--- config.mk ---
export PLATFORM = sky130hd
export DESIGN_NAME = alu_operand_stage
export DESIGN_NICKNAME = d
export VERILOG_FILES = /design/src/rtl/alu_operand_stage.sv
export SDC_FILE = /design/constraint.sdc
export NUM_CORES = 2
export LEC_CHECK = 0
export CAP_MARGIN = 10
export CORE_MARGIN = 8
export CORE_UTILIZATION = 49
export DETAILED_ROUTE_END_ITERATION = 16
export GPL_ROUTABILITY_DRIVEN = 0
export PLACE_DENSITY = 0.66
export SLEW_MARGIN = 5
export SYNTH_ARGS = -nofsm -noshare
export SYNTH_HDL_FRONTEND = slang
export SYNTH_SLANG_ARGS = --single-unit
--- constraint.sdc ---
create_clock -name clk -period 2.1 [get_ports clk]
set_input_delay 0.315 -clock clk [delete_from_list [all_inputs] [get_ports clk]]
set_output_delay 0.315 -clock clk [all_outputs]
set_load 0.01 [all_outputs]
--- src/rtl/alu_operand_stage.sv ---
// alu_operand_stage
//   Issue stage in front of the ALU. Decodes an RV32I OP / OP-IMM instruction
//   into an ALU function, a funct7 qualifier, and operands a/b. Source
//   operands come from an internal 32-entry register file that has its own
//   writeback port. Decoded results are held in a one-deep output register
//   behind a valid/ready handshake, so the ALU sees flop outputs only.
//
// Ports
//   clk, rst_n         clock, asynchronous active-low reset
//   in_valid/in_ready  instruction handshake (in_ready is combinational)
//   in_instr           32-bit instruction word
//   wb_en/addr/data    register file write port (x0 writes are dropped)
//   out_valid/ready    operand handshake towards the ALU
//   fn, funct7         ALU function (instr[14:12]) and ADD_SRL / SUB_SRA
//   a, b               operand A (rs1) and operand B (rs2 or immediate)
//   out_rd             destination register for downstream writeback
//   out_illegal        instruction is not a decodable ALU operation
module alu_operand_stage #(
  parameter int WIDTH = 32
) (
  input  logic             clk,
  input  logic             rst_n,
  input  logic             in_valid,
  output logic             in_ready,
  input  logic [31:0]      in_instr,
  input  logic             wb_en,
  input  logic [4:0]       wb_addr,
  input  logic [WIDTH-1:0] wb_data,
  output logic             out_valid,
  input  logic             out_ready,
  output logic [2:0]       fn,
  output logic [6:0]       funct7,
  output logic [WIDTH-1:0] a,
  output logic [WIDTH-1:0] b,
  output logic [4:0]       out_rd,
  output logic             out_illegal
);

  typedef enum logic [2:0] {
    ADD_SUB = 3'b000, SLL = 3'b001, SLT = 3'b010, SLTU = 3'b011,
    FN_XOR  = 3'b100, SRL_SRA = 3'b101, FN_OR = 3'b110, FN_AND = 3'b111
  } alu_fn_t;

  typedef enum logic [6:0] {
    ADD_SRL = 7'h00,
    SUB_SRA = 7'h20
  } funct7_t;

  localparam logic [6:0] OPC_OP     = 7'b0110011;
  localparam logic [6:0] OPC_OP_IMM = 7'b0010011;

  // Register file
  logic [WIDTH-1:0] rf_q [32];

  always_ff @(posedge clk or negedge rst_n) begin
    if (!rst_n) begin
      for (int i = 0; i < 32; i++) rf_q[i] <= '0;
    end else if (wb_en && (wb_addr != 5'd0)) begin
      rf_q[wb_addr] <= wb_data;
    end
  end

  // Decode: field extraction and operand read with writeback bypass
  logic [6:0]       opcode;
  logic [2:0]       funct3;
  logic [6:0]       f7;
  logic [4:0]       rs1, rs2, rd;
  logic [WIDTH-1:0] rs1_val, rs2_val;

  assign opcode = in_instr[6:0];
  assign rd     = in_instr[11:7];
  assign funct3 = in_instr[14:12];
  assign rs1    = in_instr[19:15];
  assign rs2    = in_instr[24:20];
  assign f7     = in_instr[31:25];

  // x0 is hard-wired; a same-cycle write to the source is forwarded.
  assign rs1_val = (rs1 == 5'd0) ? '0 :
                   (wb_en && (wb_addr == rs1)) ? wb_data : rf_q[rs1];
  assign rs2_val = (rs2 == 5'd0) ? '0 :
                   (wb_en && (wb_addr == rs2)) ? wb_data : rf_q[rs2];

  logic             dec_legal;
  logic             dec_use_f7;
  logic [WIDTH-1:0] dec_b;

  always_comb begin
    dec_legal  = 1'b0;
    dec_use_f7 = 1'b0;
    dec_b      = '0;
    case (opcode)
      OPC_OP: begin
        dec_legal  = (f7 == ADD_SRL) ||
                     ((f7 == SUB_SRA) && ((funct3 == ADD_SUB) || (funct3 == SRL_SRA)));
        dec_use_f7 = 1'b1;
        dec_b      = rs2_val;
      end
      OPC_OP_IMM: begin
        if (funct3 == SLL) begin
          dec_legal  = (f7 == ADD_SRL);
          dec_use_f7 = 1'b1;
          dec_b      = {{(WIDTH-5){1'b0}}, in_instr[24:20]};
        end else if (funct3 == SRL_SRA) begin
          dec_legal  = (f7 == ADD_SRL) || (f7 == SUB_SRA);
          dec_use_f7 = 1'b1;
          dec_b      = {{(WIDTH-5){1'b0}}, in_instr[24:20]};
        end else begin
          // ADDI and friends never take the subtract/arith qualifier.
          dec_legal  = 1'b1;
          dec_b      = {{(WIDTH-12){in_instr[31]}}, in_instr[31:20]};
        end
      end
      default: dec_legal = 1'b0;
    endcase
  end

  // Output register stage
  logic             vld_q, vld_d;
  alu_fn_t          fn_q, fn_d;
  funct7_t          f7_q, f7_d;
  logic [WIDTH-1:0] a_q, a_d, b_q, b_d;
  logic [4:0]       rd_q, rd_d;
  logic             ill_q, ill_d;
  logic             accept;

  assign in_ready = !vld_q || out_ready;
  assign accept   = in_valid && in_ready;

  always_comb begin
    vld_d = vld_q;
    fn_d  = fn_q;
    f7_d  = f7_q;
    a_d   = a_q;
    b_d   = b_q;
    rd_d  = rd_q;
    ill_d = ill_q;
    if (accept) begin
      vld_d = 1'b1;
      ill_d = !dec_legal;
      // Illegal instructions still flow through, but carry neutral fields.
      if (dec_legal) begin
        fn_d = alu_fn_t'(funct3);
        f7_d = dec_use_f7 ? funct7_t'(f7) : ADD_SRL;
        a_d  = rs1_val;
        b_d  = dec_b;
        rd_d = rd;
      end else begin
        fn_d = ADD_SUB;
        f7_d = ADD_SRL;
        a_d  = '0;
        b_d  = '0;
        rd_d = 5'd0;
      end
    end else if (out_ready) begin
      vld_d = 1'b0;
    end
  end

  always_ff @(posedge clk or negedge rst_n) begin
    if (!rst_n) begin
      vld_q <= 1'b0;
      fn_q  <= ADD_SUB;
      f7_q  <= ADD_SRL;
      a_q   <= '0;
      b_q   <= '0;
      rd_q  <= 5'd0;
      ill_q <= 1'b0;
    end else begin
      vld_q <= vld_d;
      fn_q  <= fn_d;
      f7_q  <= f7_d;
      a_q   <= a_d;
      b_q   <= b_d;
      rd_q  <= rd_d;
      ill_q <= ill_d;
    end
  end

  assign out_valid   = vld_q;
  assign fn          = fn_q;
  assign funct7      = f7_q;
  assign a           = a_q;
  assign b           = b_q;
  assign out_rd      = rd_q;
  assign out_illegal = ill_q;

endmodule
==> qor.csv <==
stage;metric;value;unit
run_status;status;complete, no violations;
grt;first-pass GRT wire length;288;mm
power;clock power share;0.352;
logic_synthesis;Avg Cell Area, Syn;14.1;µm²
grt;vias in the first global route;41300;
place;Final HPWL DP;131;mm
cts;CTS tree;yes;
floorplanning;Placeable Area;116000;µm²
sta;Rel. slew slack;0.415;
floorplanning;die width;359;µm
worst_setup_path;slowest CP cell;clkdlybuf4s50_1;
logic_synthesis;YS warnings;0;
logic_synthesis;Seq cells post-synth;1105;
worst_setup_path;Crit path largest cell delay;0.59;ns
drt;drt wl/cell;32.1;µm
drt;routed wire length;195;mm
logic_synthesis;syn nets;4164;
sta;skew final;0.0379;ns
logic_synthesis;EDFF count, synth;0;
sta;Max Slew Vio Count;0;
sta;final setup fails;0;
cells_and_area;Design Area, Final;69600;µm²
cts;Clk pin slew, worst setup/hold paths;0.07;ns
cts;CTS sink cnt;1105;
cells_and_area;share of layout cells above drive strength 1;0.480;
floorplanning;starting density of the core;0.495;
floorplanning;Die Span Y;359;µm
cts;clk_lat worst skew;0.75;ns
worst_setup_path;Crit path max-delay family;buffers and inverters;
sta;Final Hold Fails;0;
logic_synthesis;FFs w/ async S/R, synth;1.00;
cts;Clock Tree Root;clkbuf_16;
cts;H-Tree Depth;3;
worst_setup_path;CP Capture Type;output pin;
cts;CTS buffer count;118;
sta;fin crit period;2.09;ns
power;power density cells;886;nW/µm²
logic_synthesis;Post-Synthesis Cells;4090;
worst_setup_path;CP required;1.78;ns
logic_synthesis;Yosys cell types;65;
grt;GRT Util Overall;0.297;
sta;hold slack;0.0853;ns
sta;final setup margin;0.0104;ns
logic_synthesis;main flop type after synthesis;dfrtp_1;
worst_setup_path;crit-path cells;clkdlybuf4s50_1;
grt;Remaining Overflow, GRT;0;
drt;DRT iter0 DRCs;4734;
drt;# DRC;0;
cells_and_area;number of fill cells in the layout;9088;
power;Max IR drop VDD;0.000797;V
power;switch share;0.271;
worst_setup_path;reg2reg setup slack;0.07;ns
worst_setup_path;Max Fanout on Critical Path;2;
place;Cell Area, Placed;65400;µm²
drt;vias per cell;6.68;
sta;RSZ-0062 raised after global routing;no;
power;Comb pwr share;0.195;
floorplanning;Rows;125;
drt;1st-pass router iterations;5;
worst_setup_path;CP Launch Type;flop;
logic_synthesis;synthesized cell area;57600;µm²
worst_setup_path;WP buf/inv;1;
power;Sequential Power Share;0.453;
worst_setup_path;Critical Path AT;1.77;ns
sta;Worst Tran Pin Value;0.875;ns
floorplanning;I/O pin total;156;
logic_synthesis;Seq/Total Area, Yosys;0.480;
drt;via count;40500;
place;dpl cells;5840;
grt;antenna violations before repair;0;
cells_and_area;synth-to-layout area growth;20.8;%
worst_setup_path;critical path class;flop to output pin;
power;leakage;30.6;nW
cts;Bufs on Longest Clock Path;3;
power;internal power;44.9;mW
worst_hold_path;hold crit path type;input pin to async pin;
floorplanning;Die Area;129000;µm²
grt;largest net degree at the start of global routing;90;
sta;Fmax achieved;0.479;GHz
sta;final period utilization;0.995;
place;Port Buf Inserts;155;
place;dpl ws;-0.870;ns
cells_and_area;non-filler instance count after layout;6059;
drt;Final ANT Viol Nets;0;
flow_run;Max Cap Violations;0;
cells_and_area;Final #Nets;4514;
power;Switch Pwr;16.7;mW
layout by cell type, fill, tap and decap left out, types with 15 or more instances in the layout:
cell / n
a211oi_1: 21
a21oi_1: 73
a221oi_1: 18
a22o_1: 26
a22oi_1: 164
a32oi_1: 33
and4_1: 35
buf_12: 172
buf_4: 344
clkbuf_1: 27
clkbuf_16: 118
clkbuf_8: 30
clkdlybuf4s50_1: 125
clkinv_2: 15
dfrtp_1: 1089
dfrtp_2: 16
dlygate4sd2_1: 21
mux2_2: 997
mux2i_1: 308
mux4_2: 359
nand2_1: 124
nand2_2: 20
nand3_1: 83
nor2_4: 18
o21ai_1: 35
o22ai_1: 49
metal layers:
layer | global-route usage | vias to the layer above | part of all wire
li1 | - | 16400 | -
met1 | 0.421 | 21500 | 0.42
met2 | 0.448 | 2063 | 0.45
met3 | 0.0632 | 463 | 0.090
met4 | 0.114 | 0 | 0.042
met5 | 0 | - | 0
power by group through the flow:
| stage | Clock [mW] | Combinational, mW | Sequential [mW] |
|---|---|---|---|
| finish | 21.7 | 12.0 | 27.9 |
| global route | 22.8 | 12.8 | 28.3 |
| CTS | 22.0 | 12.0 | 27.8 |
| detailed placement | 0 | 11.9 | 28.1 |
| global placement | 0 | 11.7 | 27.9 |
| floorplan | 0 | 8.45 | 27.1 |
state kept, by name, summed over array words and instances, names as in the netlist:
| signal | count |
|---|---|
| out_valid | 1 |
| funct7 | 7 |
| out_rd | 5 |
| out_illegal | 1 |
| fn | 3 |
| b | 32 |
| a | 32 |
| rf_q | 1024 |
final timing paths:
check                            start          to  cells after the start
setup / recovery                 a[31]       a[31]                      1
hold / removal                   rst_n   rf_q[863]                      2
setup reg to reg              rf_q[60]       b[28]                      7
hold reg to reg             rf_q[1003]  rf_q[1003]                      0
max in group asynchronous        rst_n   rf_q[610]                      4
min in group clk           in_instr[9]   out_rd[2]                      2
layout make-up:
class	instances	area (µm²)	area share
Clock inverter	39	558	0.00802
Antenna cell	1	2.50	0.0000360
Timing Repair Buffer	678	7690	0.111
Sequential cell	1105	27700	0.398
Clock buffer	175	3470	0.0498
Inverter	2	7.51	0.000108
Tap cell	1524	1910	0.0274
Multi-Input combinational cell	2535	28300	0.407
cells in the mapped netlist, drive strengths merged (2+ instances only):
cell | count | area share
xnor2 | 6 | 0.00091
o22ai | 49 | 0.0053
mux2 | 997 | 0.19
o221ai | 24 | 0.0047
a32oi | 33 | 0.0050
nand2b | 11 | 0.0012
mux4 | 359 | 0.14
nor3 | 10 | 0.0013
nor2b | 18 | 0.0020
inv | 2 | 0.00013
and3 | 12 | 0.0013
a2111oi | 2 | 0.00063
and4 | 35 | 0.0053
nor2 | 28 | 0.0018
or4 | 2 | 0.00033
mux2i | 308 | 0.054
a211oi | 21 | 0.0027
nand3 | 83 | 0.0072
a221oi | 21 | 0.0032
nand3b | 4 | 0.00052
a22oi | 164 | 0.021
nand4 | 4 | 0.00043
nand2 | 145 | 0.0095
buf | 166 | 0.015
a22o | 26 | 0.0040
o41ai | 5 | 0.0014
a2bb2oi | 6 | 0.00091
xor2 | 4 | 0.00061
dfrtp | 1105 | 0.48
o21ai | 45 | 0.0040
or2 | 4 | 0.00043
nor4 | 2 | 0.00022
o311ai | 2 | 0.00030
and2 | 14 | 0.0015
o211ai | 4 | 0.00076
a21oi | 73 | 0.0063
clkbuf | 282 | 0.018
nor3b | 4 | 0.00052
through the flow:
step	utilization	setup TNS, ns	power [mW]
6_report	0.598	0	61.6
5_1_grt	0.598	0	64.0
4_1_cts	0.598	0	61.7
3_5_place_dp	0.562	-289.64	40.0
3_3_place_gp	0.562	-285.83	39.5
2_1_floorplan	-	0	35.6
what timing repair did:
| action | in CTS | in global routing |
|---|---|---|
| endpoints found under the hold margin | 484 | 0 |
| gates cloned | 2 | 0 |
| resized for setup | 48 | 5 |
| hold buffers | 1 | 0 |
| setup endpoints to repair | 76 | 13 |
| buffers inserted | 1 | 0 |
| pin swaps | 4 | 1 |
kinds of logic (layout without fill, tap and decap cells):
kind of cell              count (synthesis)  count (layout)  synth area share
AOI/OAI and AO/OA                       481             481            0.0618
xor gates and xnor gates                 10              10           0.00152
buffers and inverters                   450             894            0.0338
DFF                                    1105            1105             0.480
muxes                                  1664            1664             0.389
other                                     0               1                 0
and+or+nand+nor                         380             380            0.0341
worst register-to-register path, delay by kind of cell, from the launching register on:
family,cells,cell delay (ns)
AOI/OAI and AO/OA,4,0.85
muxes,1,0.47
DFF,1,0.39
buffers and inverters,1,0.16
and+or+nand+nor,1,0.07
(Power assumes the default switching activity.)
